<file path="src/rtl/beep_pkg.sv">
// Shared types and helpers for the beep cadence generator.
// The state encoding, special rate codes and the rate-to-half-period lookup live here.
package beep_pkg;

  typedef enum logic [1:0] {
    ST_IDLE,
    ST_ON,
    ST_OFF,
    ST_CONT
  } state_t;

  localparam logic [2:0] RATE_OFF  = 3'd0;
  localparam logic [2:0] RATE_CONT = 3'd5;

  // Cadence codes 1..4 select one of four ON/OFF half-period lengths.
  function automatic int half_of(input logic [2:0] rate,
                                 input int h1, input int h2, input int h3, input int h4);
    case (rate)
      3'd1:    return h1;
      3'd2:    return h2;
      3'd3:    return h3;
      default: return h4;
    endcase
  endfunction

endpackage

</file>
<file path="src/rtl/tone_gen.sv">
// Square-wave tone source: output toggles every TONE_HALF enabled cycles.
// Output is registered; restart or a low enable clears it to 0 on the next edge.
module tone_gen #(
  parameter int CNT_W     = 27,
  parameter int TONE_HALF = 12_500
) (
  input  logic clk,
  input  logic reset,
  input  logic en,
  input  logic restart,
  output logic tone
);

  localparam logic [CNT_W-1:0] TERM = CNT_W'(TONE_HALF - 1);

  logic [CNT_W-1:0] tone_cnt;

  always_ff @(posedge clk) begin
    if (reset || !en || restart) begin
      tone_cnt <= '0;
      tone     <= 1'b0;
    end else if (tone_cnt == TERM) begin
      tone_cnt <= '0;
      tone     <= ~tone;
    end else begin
      tone_cnt <= tone_cnt + CNT_W'(1);
    end
  end

endmodule

</file>
<file path="src/rtl/beep_pattern_gen.sv">
// Buzzer cadence FSM: gates a tone into ON/OFF beeps or a continuous tone by rate code.
// Outputs are registered and track the state one edge after the request is sampled.
module beep_pattern_gen
  import beep_pkg::*;
#(
  parameter int CNT_W     = 27,
  parameter int HALF_R1   = 12_500_000,
  parameter int HALF_R2   = 8_333_333,
  parameter int HALF_R3   = 6_250_000,
  parameter int HALF_R4   = 2_500_000,
  parameter int TONE_HALF = 12_500
) (
  input  logic       clk,
  input  logic       reset,
  input  logic [2:0] rate_sel,
  input  logic       mute,
  output logic       buzzer_out,
  output logic       beep_active,
  output logic       beep_strobe
);

  state_t           state, state_nxt;
  logic [CNT_W-1:0] phase_cnt, phase_nxt;
  logic [2:0]       cur_rate, rate_nxt;
  logic [2:0]       eff;
  logic [CNT_W-1:0] half_term;
  logic             phase_end;
  logic             tone_en, tone_restart;

  assign eff       = (mute || rate_sel > RATE_CONT || rate_sel == RATE_OFF) ? RATE_OFF : rate_sel;
  assign half_term = CNT_W'(half_of(cur_rate, HALF_R1, HALF_R2, HALF_R3, HALF_R4) - 1);
  assign phase_end = (phase_cnt == half_term);

  always_ff @(posedge clk) begin
    if (reset) begin
      state       <= ST_IDLE;
      phase_cnt   <= '0;
      cur_rate    <= RATE_OFF;
      beep_strobe <= 1'b0;
    end else begin
      state       <= state_nxt;
      phase_cnt   <= phase_nxt;
      cur_rate    <= rate_nxt;
      beep_strobe <= (state_nxt == ST_ON) && (state != ST_ON);
    end
  end

  // A silent request wins everywhere; otherwise cadence changes wait for the OFF terminal count.
  always_comb begin
    state_nxt = state;
    phase_nxt = '0;
    rate_nxt  = cur_rate;
    if (eff == RATE_OFF) begin
      state_nxt = ST_IDLE;
    end else begin
      case (state)
        ST_IDLE, ST_CONT: begin
          if (eff == RATE_CONT) begin
            state_nxt = ST_CONT;
          end else begin
            state_nxt = ST_ON;
            rate_nxt  = eff;
          end
        end
        ST_ON: begin
          if (phase_end) state_nxt = ST_OFF;
          else           phase_nxt = phase_cnt + CNT_W'(1);
        end
        ST_OFF: begin
          if (phase_end) begin
            if (eff == RATE_CONT) begin
              state_nxt = ST_CONT;
            end else begin
              state_nxt = ST_ON;
              rate_nxt  = eff;
            end
          end else begin
            phase_nxt = phase_cnt + CNT_W'(1);
          end
        end
        default: state_nxt = ST_IDLE;
      endcase
    end
  end

  always_comb begin
    beep_active = (state == ST_ON) || (state == ST_CONT);
  end

  assign tone_en      = (state_nxt == ST_ON) || (state_nxt == ST_CONT);
  assign tone_restart = ((state_nxt == ST_ON)   && (state != ST_ON)) ||
                        ((state_nxt == ST_CONT) && (state != ST_CONT));

  tone_gen #(
    .CNT_W    (CNT_W),
    .TONE_HALF(TONE_HALF)
  ) u_tone (
    .clk    (clk),
    .reset  (reset),
    .en     (tone_en),
    .restart(tone_restart),
    .tone   (buzzer_out)
  );

endmodule
</file>
<file path="config.mk">
export PLATFORM = sky130hd
export DESIGN_NAME = beep_pattern_gen
export DESIGN_NICKNAME = d
export VERILOG_FILES = /design/src/rtl/beep_pkg.sv /design/src/rtl/tone_gen.sv /design/src/rtl/beep_pattern_gen.sv
export SDC_FILE = /design/constraint.sdc
export NUM_CORES = 1
export LEC_CHECK = 0
export ABC_CLOCK_PERIOD_IN_PS = 3360
export CAP_MARGIN = 20
export CORE_UTILIZATION = 47
export CTS_CLUSTER_SIZE = 40
export DETAILED_ROUTE_END_ITERATION = 12
export SETUP_SLACK_MARGIN = 0.3
export SYNTH_ARGS = -nofsm -noshare
export SYNTH_HDL_FRONTEND = slang
export SYNTH_SLANG_ARGS = --single-unit
</file>
<file path="constraint.sdc">
create_clock -name clk -period 3.36 [get_ports clk]
set_input_delay 0.504 -clock clk [delete_from_list [all_inputs] [get_ports clk]]
set_output_delay 0.504 -clock clk [all_outputs]
set_load 0.05 [all_outputs]
</file>
==> run metrics <==
status complete, no violations; setup tns final 0 ns; power per cell area 428 nW/um^2; Ports 9; DR vias 2599; CTS Sinks 61; PortBufs 8; Cell Area, Synth 3210 sq um; Routed wire per std cell 15.2 microns; Worst Path Required 3.59 ns; antenna violations before repair 0; Routed WL 6920 microns; clock-pin slew on the worst setup and hold paths 0.07 ns; GR peak layer met1; Fin. Hold Viols 0; DRC violations left 0; synth warn 0; CTS tree built; row count 29; Post-synth top flop dfxtp_1; number of routed nets with antenna violations 0; ys async rst share 0%; Buf+Inv Stages, Crit Path 0; max incr delay on CP 0.47 ns; flip-flop and latch area 1220 sq um; hpwl dp 4590 microns; Worst path slowest cell mux2_4; sw frac 24.2%; global-route wire length before repair 12200 microns; Die W 84.6 microns; Post-Synthesis Cells 365; Clock Root Buffer clkbuf_8; placed cell areas 3310 sq um; Via density 5.72; clock latency on the worst-skew pair 0.34 ns; largest net degree at the start of global routing 30; share of cells above drive strength 1 7.96%; Tcrit/Tclk final 81.5%; vias in the first global route 2451; Seq/Total Area, Yosys 38.1%; sequential share of power 48.8%; R2R depth 6; reg2reg start phase_cnt[3]$_SDFF_PP0_; CP Launch Type flop; Crit Reg-Reg Endpoint u_tone.tone_cnt[26]$_SDFF_PP0_; fmax 365 MHz; Worst Clk Skew 0.00815 ns; worst rel slew slack 57.5%; cell chain of the critical path or3_1 -> or3_1 -> a221o_1 -> nor4b_4 -> mux2_4 -> nor4_1; post-route insts no fill 454; Cell variety after synth 50; Tmin final 2.74 ns; Psw 0.363 mW; Final WS setup 0.623 ns; Final Slew Violations 0; worst IR drop on VDD 0.210 mV; CP dominant cell by count or3_1; DP Worst Slack 0.601 ns; RSZ-0062 raised after global routing no; Multi-input gate area 1860 sq um; Int Power 1.14 mW; max-cap viol count 0; Total Routing Usage GR 21.5%; First DRT Iteration DRCs 121; Hold Crit Depth 1; Post-synth EDFFs 0; Worst Tran Pin Value 0.635 ns; Synth Area per Inst 8.79 sq um; Combinational Power Share 7.0%; met2 Use GR 31.2%; Max clock buf depth 2; GRT overflow 0; M1 GR Usage 31.5%; # setup viols final 0; Post-CTS Hold Buffers 0; worst hold slack 0.456 ns; leak pwr 1.17 nW; top cells by area, synth dfxtp_1, xor2_1, nor4_1; Synth-to-Final Area Change 9.43%; Critical Path Fanout Max 28; CTS Buf Count 9; die height 84.6 microns; post-cts sizing count 0; H-Tree Depth 3; layout filler cell count 632; hold path startpoint phase_cnt[0]$_SDFF_PP0_; Antenna diodes 0; Final Cell Area 3510 sq um; number of setup buffers added after CTS 0; DRT Pass-1 Iters 7; Synth area leader dfxtp_1; worst hold endpoint phase_cnt[0]$_SDFF_PP0_; Core Area 6460 sq um; Clock Power Share 44.2%; Yosys reg bits 61; placed cells 439; Hold Path Class reg2reg; routability cong. 0.753; DIE AREA 7160 sq um; Critical Path End Type flop; Yosys top cell area share 38.1%; met3 Use GR 6.19%; CP top delay family simple AND/OR/NAND/NOR gates; arrival time at the worst endpoint 2.97 ns; Nets 384; syn_nets 376; Initial Util 49.7%; flop2flop setup slack 0.62 ns; critical path type reg2reg
-- routing by layer --
metal  vias to the layer above  share of wire (%)
li1                       1326                  -
met1                      1222                 53
met2                        49                 42
met3                         2                4.4
met4                         0               0.55
met5                         -                  0
-- layout make-up --
cell class / instances / share of cell area [%]
Inverter: 7 / 0.748
Clock buffer: 11 / 4.31
Timing Repair Buffer: 12 / 3.14
Sequential cell: 61 / 34.8
Clock inverter: 4 / 1.35
Tap cell: 77 / 2.74
Multi-Input combinational cell: 282 / 52.9
-- flip-flops by register name (all words and copies together) (netlist names) --
register / cells
state: 2
cur_rate: 3
u_tone.tone: 1
u_tone.tone_cnt: 27
phase_cnt: 27
beep_strobe: 1
-- synth_stat cells, types with 6 or more instances --
library cell	number
dfxtp_1	61
nor2_1	41
xor2_1	36
nor4_1	34
nand2_1	22
nand3_1	21
nand4_1	16
xnor2_1	15
and3_1	10
and2_1	7
inv_1	7
nor3_1	7
clkbuf_1	6
-- how the worst max path moves through the flow --
| stage | cells past startpoint | to | start |
|---|---|---|---|
| after floorplan | 7 | u_tone.tone_cnt[10]$_SDFF_PP0_ | phase_cnt[3]$_SDFF_PP0_ |
| after global placement | 7 | u_tone.tone_cnt[1]$_SDFF_PP0_ | rate_sel[2] |
| after detailed placement | 7 | u_tone.tone_cnt[26]$_SDFF_PP0_ | rate_sel[2] |
| after CTS | 6 | u_tone.tone_cnt[26]$_SDFF_PP0_ | phase_cnt[3]$_SDFF_PP0_ |
| after global routing | 7 | u_tone.tone_cnt[2]$_SDFF_PP0_ | phase_cnt[5]$_SDFF_PP0_ |
| final | 6 | u_tone.tone_cnt[26]$_SDFF_PP0_ | phase_cnt[3]$_SDFF_PP0_ |
-- cells by family after synthesis --
group	share of synthesized area, %
flip-flops	38.1
adder cells (fa/ha/maj)	1.95
buffers and inverters	4.02
multiplexers	2.03
XOR/XNOR	13.9
AND/OR/NAND/NOR	34.7
AO/OA/AOI/OAI	5.30
-- layout by cell type, fill, tap and decap left out, drive strengths merged, types with 5 or more instances in the layout --
master	synthesis	final
dfxtp	61	61
nor2	41	41
xor2	36	36
nor4	34	34
nand2	22	22
nand3	21	21
nand4	16	16
xnor2	15	15
clkbuf	6	11
and3	10	10
clkdlybuf4s50	0	8
inv	7	7
and2	7	7
nor3	7	7
or3	5	5
mux2i	5	5
a21oi	5	5
o21ai	5	5
ha	5	5
nor3b	5	5
nor4b	5	5
-- per-stage QoR --
stage                     util, %  total power [mW]
after floorplan                 -             0.831
after global placement       51.3             0.852
after detailed placement     51.3             0.853
after CTS                    54.4              1.52
after global routing         54.4              1.56
final                        54.4              1.50
-- worst register-to-register path, cell delays in order (launching register included) --
cell and delay (ns):
dfxtp_1 0.35, or3_1 0.38, or3_1 0.35, a221o_1 0.43, nor4b_4 0.32, mux2_4 0.47, nor4_1 0.34
-- power groups by stage --
| stage | registers [mW] | clock network (mW) | logic, mW |
|---|---|---|---|
| after floorplan | 0.750 | 0 | 0.0806 |
| after global placement | 0.749 | 0 | 0.103 |
| after detailed placement | 0.749 | 0 | 0.104 |
| after CTS | 0.732 | 0.680 | 0.105 |
| after global routing | 0.733 | 0.708 | 0.117 |
| final | 0.733 | 0.663 | 0.106 |
Note: power is estimated with default switching activity, not from simulation.
